### config.mk
export PLATFORM = sky130hd
export DESIGN_NAME = mcs4_cycle_gen
export DESIGN_NICKNAME = d
export VERILOG_FILES = /design/src/rtl/mcs4_cycle_gen.sv
export SDC_FILE = /design/constraint.sdc
export NUM_CORES = 1
export LEC_CHECK = 0
export CORE_MARGIN = 2
export CORE_UTILIZATION = 44
export DETAILED_ROUTE_END_ITERATION = 8
export PLACE_DENSITY_LB_ADDON = 0.05
export SLEW_MARGIN = 5
export SYNTH_ARGS = -nofsm -noshare
export SYNTH_HDL_FRONTEND = slang
export SYNTH_SLANG_ARGS = --single-unit
### constraint.sdc
create_clock -name clk_i -period 1.5 [get_ports clk_i]
set_input_delay 0.45 -clock clk_i [delete_from_list [all_inputs] [get_ports clk_i]]
set_output_delay 0.45 -clock clk_i [all_outputs]
set_load 0.02 [all_outputs]
### src/rtl/mcs4_cycle_gen.sv
// Two-phase non-overlapping clock and 8-subcycle instruction timing generator
// for an MCS-4 style bus, with free-run and single-step control.
module mcs4_cycle_gen #(
  parameter int PW         = 2,
  parameter int GAP        = 1,
  parameter bit ACTIVE_LOW = 1'b0
) (
  input  logic       clk_i,
  input  logic       rst_ni,
  input  logic       run_i,
  input  logic       step_i,
  output logic       PHI1_o,
  output logic       PHI2_o,
  output logic       SYNC_o,
  output logic [2:0] subcycle_o,
  output logic       cycle_done_o,
  output logic       busy_o
);

  localparam int P  = 2 * (PW + GAP);
  localparam int CW = $clog2(P);

  localparam logic [CW-1:0] C_LAST      = CW'(P - 1);
  localparam logic [CW-1:0] C_PHI1_END  = CW'(PW - 1);
  localparam logic [CW-1:0] C_PHI2_BEG  = CW'(PW + GAP);
  localparam logic [CW-1:0] C_PHI2_END  = CW'(2 * PW + GAP - 1);
  localparam logic [CW-1:0] C_ONE       = CW'(1);

  typedef enum logic [1:0] {
    ST_IDLE = 2'd0,
    ST_RUN  = 2'd1,
    ST_STEP = 2'd2
  } state_t;

  state_t        r_state;
  state_t        w_state_nxt;
  logic [CW-1:0] r_c;
  logic [CW-1:0] w_c_nxt;
  logic [2:0]    r_sub;
  logic [2:0]    w_sub_nxt;
  logic          w_busy;
  logic          w_phi1;
  logic          w_phi2;
  logic          w_sync;
  logic          w_done;
  logic          r_phi1;
  logic          r_phi2;
  logic          r_sync;
  logic          r_done;
  logic          r_busy;

  // Next state, phase count and subcycle; outputs are decoded from these
  // next values so the pins register in step with the state they describe.
  always_comb begin
    w_state_nxt = r_state;
    w_c_nxt     = '0;
    w_sub_nxt   = 3'd0;
    case (r_state)
      ST_IDLE: begin
        if (run_i) begin
          w_state_nxt = ST_RUN;
        end else if (step_i) begin
          w_state_nxt = ST_STEP;
        end else begin
          w_state_nxt = ST_IDLE;
        end
      end
      ST_RUN, ST_STEP: begin
        if (r_c == C_LAST) begin
          w_c_nxt   = '0;
          w_sub_nxt = r_sub + 3'd1;
          if (r_sub == 3'd7) begin
            w_state_nxt = run_i ? ST_RUN : ST_IDLE;
          end else begin
            w_state_nxt = r_state;
          end
        end else begin
          w_c_nxt   = r_c + C_ONE;
          w_sub_nxt = r_sub;
        end
      end
      default: begin
        w_state_nxt = ST_IDLE;
      end
    endcase

    w_busy = (w_state_nxt != ST_IDLE);
    w_phi1 = w_busy && (w_c_nxt <= C_PHI1_END);
    w_phi2 = w_busy && (w_c_nxt >= C_PHI2_BEG) && (w_c_nxt <= C_PHI2_END);
    w_sync = w_busy && (w_sub_nxt == 3'd7);
    w_done = w_busy && (w_sub_nxt == 3'd7) && (w_c_nxt == C_LAST);
  end

  // State and output registers; reset parks every pin at its inactive level.
  always_ff @(posedge clk_i or negedge rst_ni) begin
    if (!rst_ni) begin
      r_state <= ST_IDLE;
      r_c     <= '0;
      r_sub   <= 3'd0;
      r_phi1  <= ACTIVE_LOW;
      r_phi2  <= ACTIVE_LOW;
      r_sync  <= ACTIVE_LOW;
      r_done  <= 1'b0;
      r_busy  <= 1'b0;
    end else begin
      r_state <= w_state_nxt;
      r_c     <= w_c_nxt;
      r_sub   <= w_sub_nxt;
      r_phi1  <= w_phi1 ^ ACTIVE_LOW;
      r_phi2  <= w_phi2 ^ ACTIVE_LOW;
      r_sync  <= w_sync ^ ACTIVE_LOW;
      r_done  <= w_done;
      r_busy  <= w_busy;
    end
  end

  assign PHI1_o       = r_phi1;
  assign PHI2_o       = r_phi2;
  assign SYNC_o       = r_sync;
  assign subcycle_o   = r_sub;
  assign cycle_done_o = r_done;
  assign busy_o       = r_busy;

endmodule

# Yosys cells after proc, flatten, opt, wreduce, memory -nomap -nowiden
# Cells that the tools add are included.
# Widths: inputs -> output; s select.
classes:
  n_eq_ne: 6
  reduce_logical: 8
  n_addsub: 2
  order_cmp: 3
  n_mux: 10
op_table:
  columns: ["operator", "n"]
  rows:
  - ["$eq 3x3->1 const B", 4]
  - ["$mux 3", 4]
  - ["$mux 2", 4]
  - ["$add 3x1->3 const B", 2]
  - ["$logic_and 1x1->1", 5]
  - ["$pmux 2 s2", 1]
  - ["$ge 3x2->1 const B", 1]
  - ["$le 3x1->1 const B", 1]
  - ["$le 3x3->1 const B", 1]
  - ["$eq 2x1->1 const B", 1]
  - ["$eq 2x2->1 const B", 1]
  - ["$logic_not 2->1", 1]
  - ["$reduce_bool 2->1", 1]
  - ["$reduce_or 2->1", 1]
  - ["$mux 1", 1]
totals:
  ff_bits: 13
  word_cells: 37
  output_inout_bits: 8

# Longest topological paths before layout
# Gate-level depths: netlist of run 1.
logic_depth:
  word_depth: 7
  mapped_depth: 7
  mapped_depth_nobuf: 6

# Worst setup path after synthesis of run 1
# Ideal clock, no wire load.
synth_timing:
  path_kind: "flip-flop to flip-flop"
  start: "reg r_sub[0], in the netlist subcycle_o[0]"
  end: "reg r_phi2, in the netlist PHI2_o"
  path_stages_with_launch: 7
  arrival_time_ps: 1465
  period_less_slack_ps: 1597
  setup_slack_ps: -97
  required_ps: 1368
  path_cell_list: "dfrtp_1 -> ha_1 -> ha_1 -> nand3_1 -> nor2_2 -> o31ai_4 -> nor3_1"
synth_between:
  elab_chain_len: 7
synth_rtl:
  columns: ["element", "line_no", "rtl"]
  rows:
  - ["from (decl)", "39", "logic [2:0] r_sub;"]
  - ["from (signal assigned)", "108", "r_sub <= w_sub_nxt;"]
  - ["$eq 3x3->1", "72", "if (r_sub == 3'd7) begin"]
  - ["$mux 2", "72", null]
  - ["$mux 2", "69", "if (r_c == C_LAST) begin"]
  - ["$pmux 2 s2", "58", "case (r_state)"]
  - ["$reduce_bool 2->1", "87", "w_busy = (w_state_nxt != ST_IDLE);"]
  - ["$logic_and 1x1->1 (2 in a row)", "89", "w_phi2 = w_busy && (w_c_nxt >= C_PHI2_BEG) && (w_c_nxt <= C_PHI2_END);"]
  - ["via w_phi2", "43", "logic w_phi2;"]
  - ["to (signal assigned)", "110", "r_phi2 <= w_phi2 ^ ACTIVE_LOW;"]
  - ["to (decl)", "47", "logic r_phi2;"]
# The timed path passes the listed nets, and every way through them passes these cells.

# Worst setup path in the final report of run 1
layout_timing:
  start: "reg r_sub[1], in the netlist subcycle_o[1]"
  end: "reg r_done, in the netlist cycle_done_o"
layout_between:
  elab_chain_len: 7
  elab_cells_between_ends: 11
layout_rtl:
  columns: ["element", "line_no", "rtl"]
  rows:
  - ["parallel branches: the longest is 5 deep, another holds $add 3x1->3", null, null]
  - ["$logic_and 1x1->1 * (2 in a row)", "91", "w_done = w_busy && (w_sub_nxt == 3'd7) && (w_c_nxt == C_LAST);"]
  - ["via w_done", "45", "logic w_done;"]
  - ["to (signal assigned)", "112", "r_done <= w_done;"]
  - ["to (decl)", "49", "logic r_done;"]
# Mark *: on every way through the listed nets, which the timed path passes.

==> results.json, run 1 <==
{
  "status": "finished, final reports clean",
  "grt_setup_unrepaired": "yes",
  "fin_util_pct": 65.13,
  "vdd_ir_drop_max_mv": 0.6943,
  "routed_wl_mm": 1.333,
  "syn_to_final_growth_pct": 39.64,
  "worst_path_most_repeated_cell": "ha_4",
  "viasPerCell": 5.119,
  "numCtsBuffers": 3,
  "route.detailed.drc": 0,
  "synth.distinct_cells": 28,
  "n_antenna_cell": 0,
  "clock-skew-final_ps": 1.091,
  "min_period_ps": 1477,
  "final_layout_size_suffix_gt1_share_pct": 33.33,
  "cts_buffer_depth": 2,
  "cp-end-kind": "flop",
  "start_util_pct": 46.64,
  "timing.fmax_ghz": 0.6771,
  "relSlewSlack_pct": 75.17,
  "drtAntennaViolNets": 0,
  "grt_max_degree": 14,
  "drv_slew": 0,
  "grt_pass1_wl_mm": 2.387,
  "crit_fanout": 4,
  "dp_hpwl_um": 995.6,
  "cp-start-kind": "flop",
  "portBuffers": 11,
  "timing.final.hold_violations": 0,
  "grtUsageTotal_pct": 17.91,
  "wire_per_inst_um": 12.23,
  "cp.depth": 5,
  "crit_end": "cycle_done_o",
  "cts_num_sinks": 13,
  "core_um2": 1489,
  "grt_overflow": 0,
  "vias": 558,
  "power_density_nw_per_um2": 1692,
  "cts_root_buffer": "clkbuf_4",
  "ys_seq_area_share_pct": 46.85,
  "worstMarginPinSlew_ps": 368.5,
  "critPathTopFamily": "flip-flops",
  "die_w_um": 43.73,
  "cts_tree": "done",
  "pin_count": 12,
  "reg2reg_from": "subcycle_o[1]",
  "cts_max_level": 1,
  "worstRegToRegCells": 5,
  "rows": 14,
  "first_pass_iters": 3,
  "setup_viol": 0,
  "drv_cap": 0,
  "gp_congestion": 0.7320,
  "slowest_stage": "dfrtp_2",
  "holdWs_ps": 461.0,
  "fin_nets": 102,
  "syn-cell-area_um2": 694.4,
  "ys_ff_latch": 13,
  "worstPathArrival_ps": 1660,
  "cp-startpoint": "subcycle_o[1]",
  "r2r_slack_ps": 20,
  "syn_area_per_cell_um2": 10.36,
  "critPathMaxStageDelay_ps": 450,
  "antenna_found_initial": 0,
  "yosys_warnings": 0,
  "crit_buf_inv": 0,
  "worstSetupPathType": "reg2reg",
  "grt_pass1_vias": 573,
  "die_area_um2": 1912,
  "syn_inst": 67,
  "die_h_um": 43.73,
  "p_leak_nw": 0.4514,
  "hold_path.class": "in2async",
  "drt_iter0_markers": 9,
  "syn_nets": 75,
  "postCtsHoldBufs": 0,
  "clk_latency_ps": 280,
  "crit_required_ps": 1690,
  "crit_path_cell_trace": "ha_4, ha_4, and4b_1, a21oi_2, nor4b_2",
  "cts.clk_slew.worst_paths_ps": 80,
  "r2r_end": "cycle_done_o",
  "post-route-period-util_pct": 98.45
}
-- cell usage after synthesis --
master / count / area share (%)
nand2_1: 7 / 3.8
nor2b_1: 2 / 1.8
ha_1: 4 / 7.2
nor4b_2: 1 / 2.2
buf_2: 2 / 1.4
and4b_1: 1 / 1.4
o21a_1: 1 / 1.1
nor2_2: 1 / 0.90
buf_6: 1 / 1.6
nand3_1: 1 / 0.72
nor2_1: 6 / 3.2
nand3b_1: 1 / 1.1
o21ai_0: 1 / 0.72
dfrtp_1: 13 / 47
and3b_1: 1 / 1.3
xnor2_1: 1 / 1.3
nor3_1: 2 / 1.4
a21oi_4: 1 / 2.3
inv_1: 4 / 2.2
a221oi_1: 1 / 1.3
nand4_1: 1 / 0.90
a21boi_0: 3 / 3.2
a21oi_1: 4 / 2.9
mux2i_1: 2 / 2.9
o31ai_4: 1 / 3.1
and2_1: 2 / 1.8
nand2b_1: 1 / 0.90
clkbuf_1: 1 / 0.54
-- per-stage QoR --
stage / power (mW) / std cells / setup TNS (ps) / worst slack (ps) / instance area (µm²)
2_1_floorplan: 1.007 / 67 / 0 / 3.530 / 703.2
3_3_place_gp: 1.370 / 103 / -788.6 / -168.1 / 905.9
3_5_place_dp: 1.375 / 103 / -901.9 / -201.6 / 905.9
4_1_cts: 1.632 / 109 / -26.72 / -26.72 / 975.9
5_1_grt: 1.765 / 109 / -251.0 / -67.08 / 969.7
6_report: 1.640 / 109 / 0 / 23.20 / 969.7
-- cell type report --
class	count	area, µm²
inverters	4	15.01
fillers	125	519.2
multi-input cells	46	370.4
clock buffers	4	26.28
well taps	16	20.02
repair buffers	26	210.2
flip-flops and latches	13	327.8
-- power by group --
part	switching (mW)	internal (mW)
sequential	0.0472	0.439
clock	0.117	0.103
combinational	0.430	0.504
total	0.593	1.05
-- layer usage --
metal	part of all wire, %	GRT usage, %	vias to the layer above
li1	-	-	278
met1	44	20.74	259
met2	49	28.82	14
met3	3.6	4.167	7
met4	3.4	12.73	0
met5	0	0	-
-- logic make-up (layout without fill, tap and decap cells) --
family | Yosys count | in the layout | synth area share, %
AND/OR/NAND/NOR | 27 | 27 | 21.44
flip-flops | 13 | 13 | 46.85
AO/OA/AOI/OAI | 12 | 12 | 14.59
buffers and inverters | 8 | 34 | 5.765
adder cells (fa/ha/maj) | 4 | 4 | 7.207
multiplexers | 2 | 2 | 2.883
XOR/XNOR | 1 | 1 | 1.261
-- state kept, by name (all words and copies together) (netlist names) --
register,count
PHI1_o,1
subcycle_o,3
busy_o,1
cycle_done_o,1
SYNC_o,1
r_c,3
r_state,2
PHI2_o,1
-- repair_timing --
item / in CTS / in global routing
resized for setup: 14 / 4
gates cloned: 0 / 0
endpoints found under the setup margin: 12 / 7
pin swaps: 4 / 4
buffers inserted: 2 / 0
-- cell usage in the layout (no fill, tap or decap), types with 2 or more instances in the layout --
master            n
and2_1            2
a21oi_1           3
dfrtp_2           2
clkdlybuf4s50_1   3
dlygate4sd2_1     5
nand2_1           7
clkbuf_4          3
inv_1             3
dfrtp_1          11
nor2_1            6
a21boi_0          3
nor3_1            2
buf_4            14
nor2b_1           2
clkbuf_2          2
ha_4              3
mux2i_1           2
-- how the worst min path moves through the flow --
| stage | start | end | slack [ps] | cells past startpoint |
|---|---|---|---|---|
| finish | rst_ni | cycle_done_o | 460 | 2 |
| global route | rst_ni | subcycle_o[2] | 500 | 2 |
| CTS | rst_ni | busy_o | 460 | 2 |
| detailed placement | r_c[2] | cycle_done_o | 580 | 2 |
| global placement | r_c[1] | cycle_done_o | 570 | 2 |
| floorplan | rst_ni | PHI1_o | 150 | 0 |
Power figures use the tool's default switching activity.
==> run 2, diff against run 1 <==
--- a/config.mk
+++ b/config.mk
@@ -8,6 +8,7 @@
 export CORE_MARGIN = 2
 export CORE_UTILIZATION = 44
 export DETAILED_ROUTE_END_ITERATION = 8
+export GPL_TIMING_DRIVEN = 0
 export PLACE_DENSITY_LB_ADDON = 0.05
 export SLEW_MARGIN = 5
 export SYNTH_ARGS = -nofsm -noshare
==> run 2 against run 1 <==
Effect of this change:
- the run now ends with setup timing left
- total power is 7.1% lower
- first-iteration DRC count up 22%
- combinational power shrank 13%
- sequential cell count is the same
- fmax fell by 3.0%
- count of clock-buffer cells in the layout unchanged
- critical path type is now reg2out
==> results.json, run 2 (synthesis gave the netlist of run 1 again) <==
{
  "drv_cap": 0,
  "critPathTopFamily": "flip-flops",
  "relSlewSlack_pct": 61.82,
  "fin_nets": 96,
  "numCtsBuffers": 3,
  "antenna_found_initial": 0,
  "rows": 14,
  "holdWs_ps": 543.3,
  "drtAntennaViolNets": 0,
  "setup_viol": 2,
  "report.power.total_mw": 1.523,
  "gp_congestion": 0.7136,
  "cp-end-kind": "primary output",
  "timing.final.hold_violations": 0,
  "preCtsSetupSlack_ps": -296.3,
  "seqPwrFrac_pct": 32.5,
  "grt_pass1_wl_mm": 2.263,
  "post-route-period-util_pct": 101.5,
  "p_sw_uw": 570.3,
  "die_area_um2": 1912,
  "cts.clk_slew.worst_paths_ps": 80,
  "worstMarginPinSlew_ps": 570.9,
  "cts_root_buffer": "clkbuf_4",
  "layout_setup_ws_ps": -23.00,
  "core_um2": 1489,
  "vias": 522,
  "vdd_ir_drop_max_mv": 0.8930,
  "final_common_cell": "dfrtp_1",
  "final_cell_mix": "11 x dfrtp_1, 7 x nand2_1, 6 x nor2_1, 6 x dlygate4sd2_1, 5 x buf_4",
  "drt_iter0_markers": 11,
  "worstSetupPathType": "reg2out",
  "dp_hpwl_um": 844.7,
  "clk_latency_ps": 270,
  "p_clk_share_pct": 13.9,
  "crit_required_ps": 1050,
  "first_pass_iters": 4,
  "p_leak_nw": 0.4270,
  "die_h_um": 43.73,
  "clock-skew-final_ps": 1.575,
  "timing.fmax_ghz": 0.6566,
  "cts_max_level": 1,
  "worstPathArrival_ps": 1070,
  "cts_num_sinks": 13,
  "stdcell_area_um2": 925.9,
  "final_layout_size_suffix_gt1_share_pct": 29.89,
  "power_density_nw_per_um2": 1645,
  "drv_slew": 0,
  "status": "finished with violations",
  "start_util_pct": 46.64,
  "syn_to_final_growth_pct": 33.33,
  "viasPerCell": 5.068,
  "power_switching_share_pct": 37.45,
  "comb_power_share_pct": 53.6,
  "wire_per_inst_um": 11.98,
  "hold_path.class": "in2async",
  "crit_fanout": 4,
  "internal_power_uw": 952.7,
  "min_period_ps": 1523,
  "fin_tns_setup_ps": -27.36,
  "pin_count": 12,
  "fin_util_pct": 62.18,
  "crit_buf_inv": 1,
  "cts_tree": "done",
  "slowest_stage": "dfrtp_1",
  "layout.cells.non_filler": 103,
  "n_antenna_cell": 0,
  "portBuffers": 11,
  "crit_path_cell_trace": "dlygate4sd2_1",
  "grt_overflow": 0,
  "cp-start-kind": "flop",
  "violations": "setup timing",
  "routed_wl_mm": 1.234,
  "dp.cells": 94,
  "critPathMaxStageDelay_ps": 440,
  "grt_max_degree": 14,
  "die_w_um": 43.73,
  "cts_buffer_depth": 2,
  "grtUsageTotal_pct": 16.42,
  "grt_setup_unrepaired": "yes",
  "grt_pass1_vias": 505,
  "place_area_um2": 833.3,
  "route.detailed.drc": 0
}
[run 2: what timing repair did]
action	in CTS	in global routing
cloned	0	0
pin swaps	1	4
hold buffers	0	0
resized for setup	14	8
endpoints found under the setup margin	15	9
setup buffers	4	1
endpoints found under the hold margin	0	0
[run 2: cell type report]
type | instances | area, µm²
fill | 128 | 563.0
buffer | 4 | 36.28
inverter | 4 | 15.01
sequential | 13 | 327.8
multi-input combinational | 46 | 370.4
tap | 16 | 20.02
clock buffer | 4 | 26.28
timing repair buffer | 16 | 130.1
[run 2: final timing paths]
kind	cells after the start	slack, ps	start	endpoint
max in group asynchronous	1	550	rst_ni	subcycle_o[1]
min in group clk_i	2	590	r_c[2]	PHI2_o
setup / recovery	1	-20	subcycle_o[2]	subcycle_o[2]
hold / removal	1	540	rst_ni	r_state[1]
hold reg to reg	2	590	r_c[2]	PHI2_o
setup reg to reg	5	0	subcycle_o[1]	cycle_done_o
[run 2: power by group through the flow]
stage / sequential (mW) / clock [mW] / combinational (mW)
6_report: 0.494 / 0.212 / 0.817
5_1_grt: 0.504 / 0.246 / 0.910
4_1_cts: 0.493 / 0.226 / 0.797
3_5_place_dp: 0.510 / 0 / 0.675
3_3_place_gp: 0.506 / 0 / 0.674
2_1_floorplan: 0.536 / 0 / 0.471
[run 2: per-layer routing]
metal | routed length [µm] | up-vias | global-route usage [%]
li1 | - | 267 | -
met5 | 0 | - | 0
met4 | 0 | 0 | 7.273
met3 | 53 | 0 | 3.750
met1 | 602 | 243 | 23.61
met2 | 579 | 12 | 23.53
==> run 3, diff against run 2 <==
--- a/config.mk
+++ b/config.mk
@@ -6,7 +6,7 @@
 export NUM_CORES = 1
 export LEC_CHECK = 0
 export CORE_MARGIN = 2
-export CORE_UTILIZATION = 44
+export CORE_UTILIZATION = 45
 export DETAILED_ROUTE_END_ITERATION = 8
 export GPL_TIMING_DRIVEN = 0
 export PLACE_DENSITY_LB_ADDON = 0.05
==> run 3 against run 2 <==
Effect of this change:
- the flow still finishes with violations (setup timing)
- combinational power up 8.2%
- via count increased by 2.1%
- first-iteration DRC count down 82%
- critical path type is now reg2reg
- largest power group unchanged
- highest routed layer is now met4
==> results.json, run 3 (synthesis gave the netlist of run 1 again) <==
{
  "cts_root_buffer": "clkbuf_4",
  "fill_cells": 147,
  "route.detailed.drc": 0,
  "die_area_um2": 1873,
  "critPathTopFamily": "simple AND/OR/NAND/NOR gates",
  "layout.cells.non_filler": 103,
  "viasPerCell": 5.175,
  "cts.clk_slew.worst_paths_ps": 80,
  "rows": 14,
  "status": "finished with violations",
  "vias": 533,
  "violations": "setup timing",
  "worstSetupPathType": "reg2reg",
  "gp_congestion": 0.7280,
  "relSlewSlack_pct": 61.65,
  "postCtsHoldBufs": 0,
  "hold_path.class": "in2async",
  "numCtsBuffers": 3,
  "cp-start-kind": "flop",
  "grt_setup_unrepaired": "yes",
  "worstMarginPinSlew_ps": 573.5,
  "cts_buffer_depth": 2,
  "setup_viol": 1,
  "min_period_ps": 1513,
  "cp-end-kind": "flop",
  "die_w_um": 43.28,
  "die_h_um": 43.28,
  "report.power.total_mw": 1.600,
  "grt_pass1_wl_mm": 2.297,
  "drv_cap": 0,
  "drt_iter0_markers": 2,
  "grt_overflow": 0,
  "portBuffers": 11,
  "crit_fanout": 5,
  "fin_nets": 96,
  "crit_buf_inv": 2,
  "vdd_ir_drop_max_mv": 0.9589,
  "cts_tree": "done",
  "grt_pass1_vias": 525,
  "drtAntennaViolNets": 0,
  "cts_num_sinks": 13,
  "timing.fmax_ghz": 0.6611,
  "final_layout_size_suffix_gt1_share_pct": 34.48,
  "antenna_found_initial": 0,
  "wire_per_inst_um": 13.52,
  "core_um2": 1471,
  "grt_max_degree": 14,
  "fin_util_pct": 63.61,
  "critPathMaxStageDelay_ps": 390,
  "cts_max_level": 1,
  "n_antenna_cell": 0,
  "holdWs_ps": 530.9,
  "dp.cells": 94,
  "post-route-period-util_pct": 100.8,
  "drv_slew": 0,
  "slowest_stage": "dfrtp_1",
  "p_leak_nw": 0.4252,
  "worstPathArrival_ps": 1700,
  "power_density_nw_per_um2": 1709,
  "routed_wl_mm": 1.393,
  "first_pass_iters": 2,
  "timing.final.hold_violations": 0,
  "crit_required_ps": 1690,
  "dp_hpwl_um": 854.5,
  "grtUsageTotal_pct": 17.49,
  "syn_to_final_growth_pct": 34.77,
  "start_util_pct": 47.19,
  "final_cell_mix": "11 x dfrtp_1, 7 x nand2_1, 6 x nor2_1",
  "stdcell_area_um2": 935.9,
  "pin_count": 12,
  "clock-skew-final_ps": 6.225,
  "final_common_cell": "dfrtp_1",
  "clk_latency_ps": 280,
  "crit_path_cell_trace": "inv_2, ha_4, buf_8, nand4_1, nor2_1, a21oi_2, nor4b_2",
  "layout_setup_ws_ps": -12.57,
  "place_area_um2": 833.3
}
run 3: cell count changes in the layout (fill, tap and decap cells not counted):
cell           change
nand3_2            +1
clkbuf_2           +1
nor3_2             +1
a21oi_1            -1
nand3_1            -1
nor3_1             -1
a21oi_2            +1
dlygate4sd2_1      -1
run 3: routing by layer:
metal  global-route usage, %  routed length (µm)
met1                   20.64                 631
met2                   27.46                 660
met3                   3.830                  47
met4                   12.73                  54
met5                       0                   0
run 3: what timing repair did:
action | CTS | global route
buffers inserted | 3 | 2
resized for setup | 15 | 12
endpoints found under the setup margin | 15 | 8
pin swaps | 1 | 9
endpoints found under the hold margin | 0 | 0
run 3: final cells by class:
type | instances | area [µm²] | area share, %
buffer | 4 | 36.28 | 3.877
clock buffer | 4 | 26.28 | 2.807
inverter | 4 | 15.01 | 1.604
multi-input combinational | 46 | 384.1 | 41.04
sequential | 13 | 327.8 | 35.03
tap | 16 | 20.02 | 2.139
timing repair buffer | 16 | 126.4 | 13.50
run 3: power by group:
group / leakage [nW] / switching, mW / internal (mW) / total, mW
clock: 0.0150 / 0.117 / 0.103 / 0.220
combinational: 0.240 / 0.441 / 0.443 / 0.884
sequential: 0.170 / 0.0570 / 0.439 / 0.496
total: 0.425 / 0.614 / 0.985 / 1.60
run 3: worst paths after layout:
path | start | cells after the start | end | slack, ps
setup reg to reg | r_state[0] | 7 | cycle_done_o | -10
min in group clk_i | r_c[2] | 2 | PHI2_o | 610
hold reg to reg | r_c[2] | 2 | PHI2_o | 610
hold / removal | rst_ni | 1 | r_state[1] | 530
setup / recovery | r_state[0] | 7 | cycle_done_o | -10
max in group asynchronous | rst_ni | 1 | subcycle_o[0] | 550
run 3: per-stage QoR:
stage / setup WS (ps) / setup TNS, ps
6_report: -12.57 / -12.57
2_1_floorplan: 3.530 / 0
4_1_cts: -12.78 / -12.78
5_1_grt: -95.12 / -242.5
3_3_place_gp: -254.5 / -1348
3_5_place_dp: -266.6 / -1373
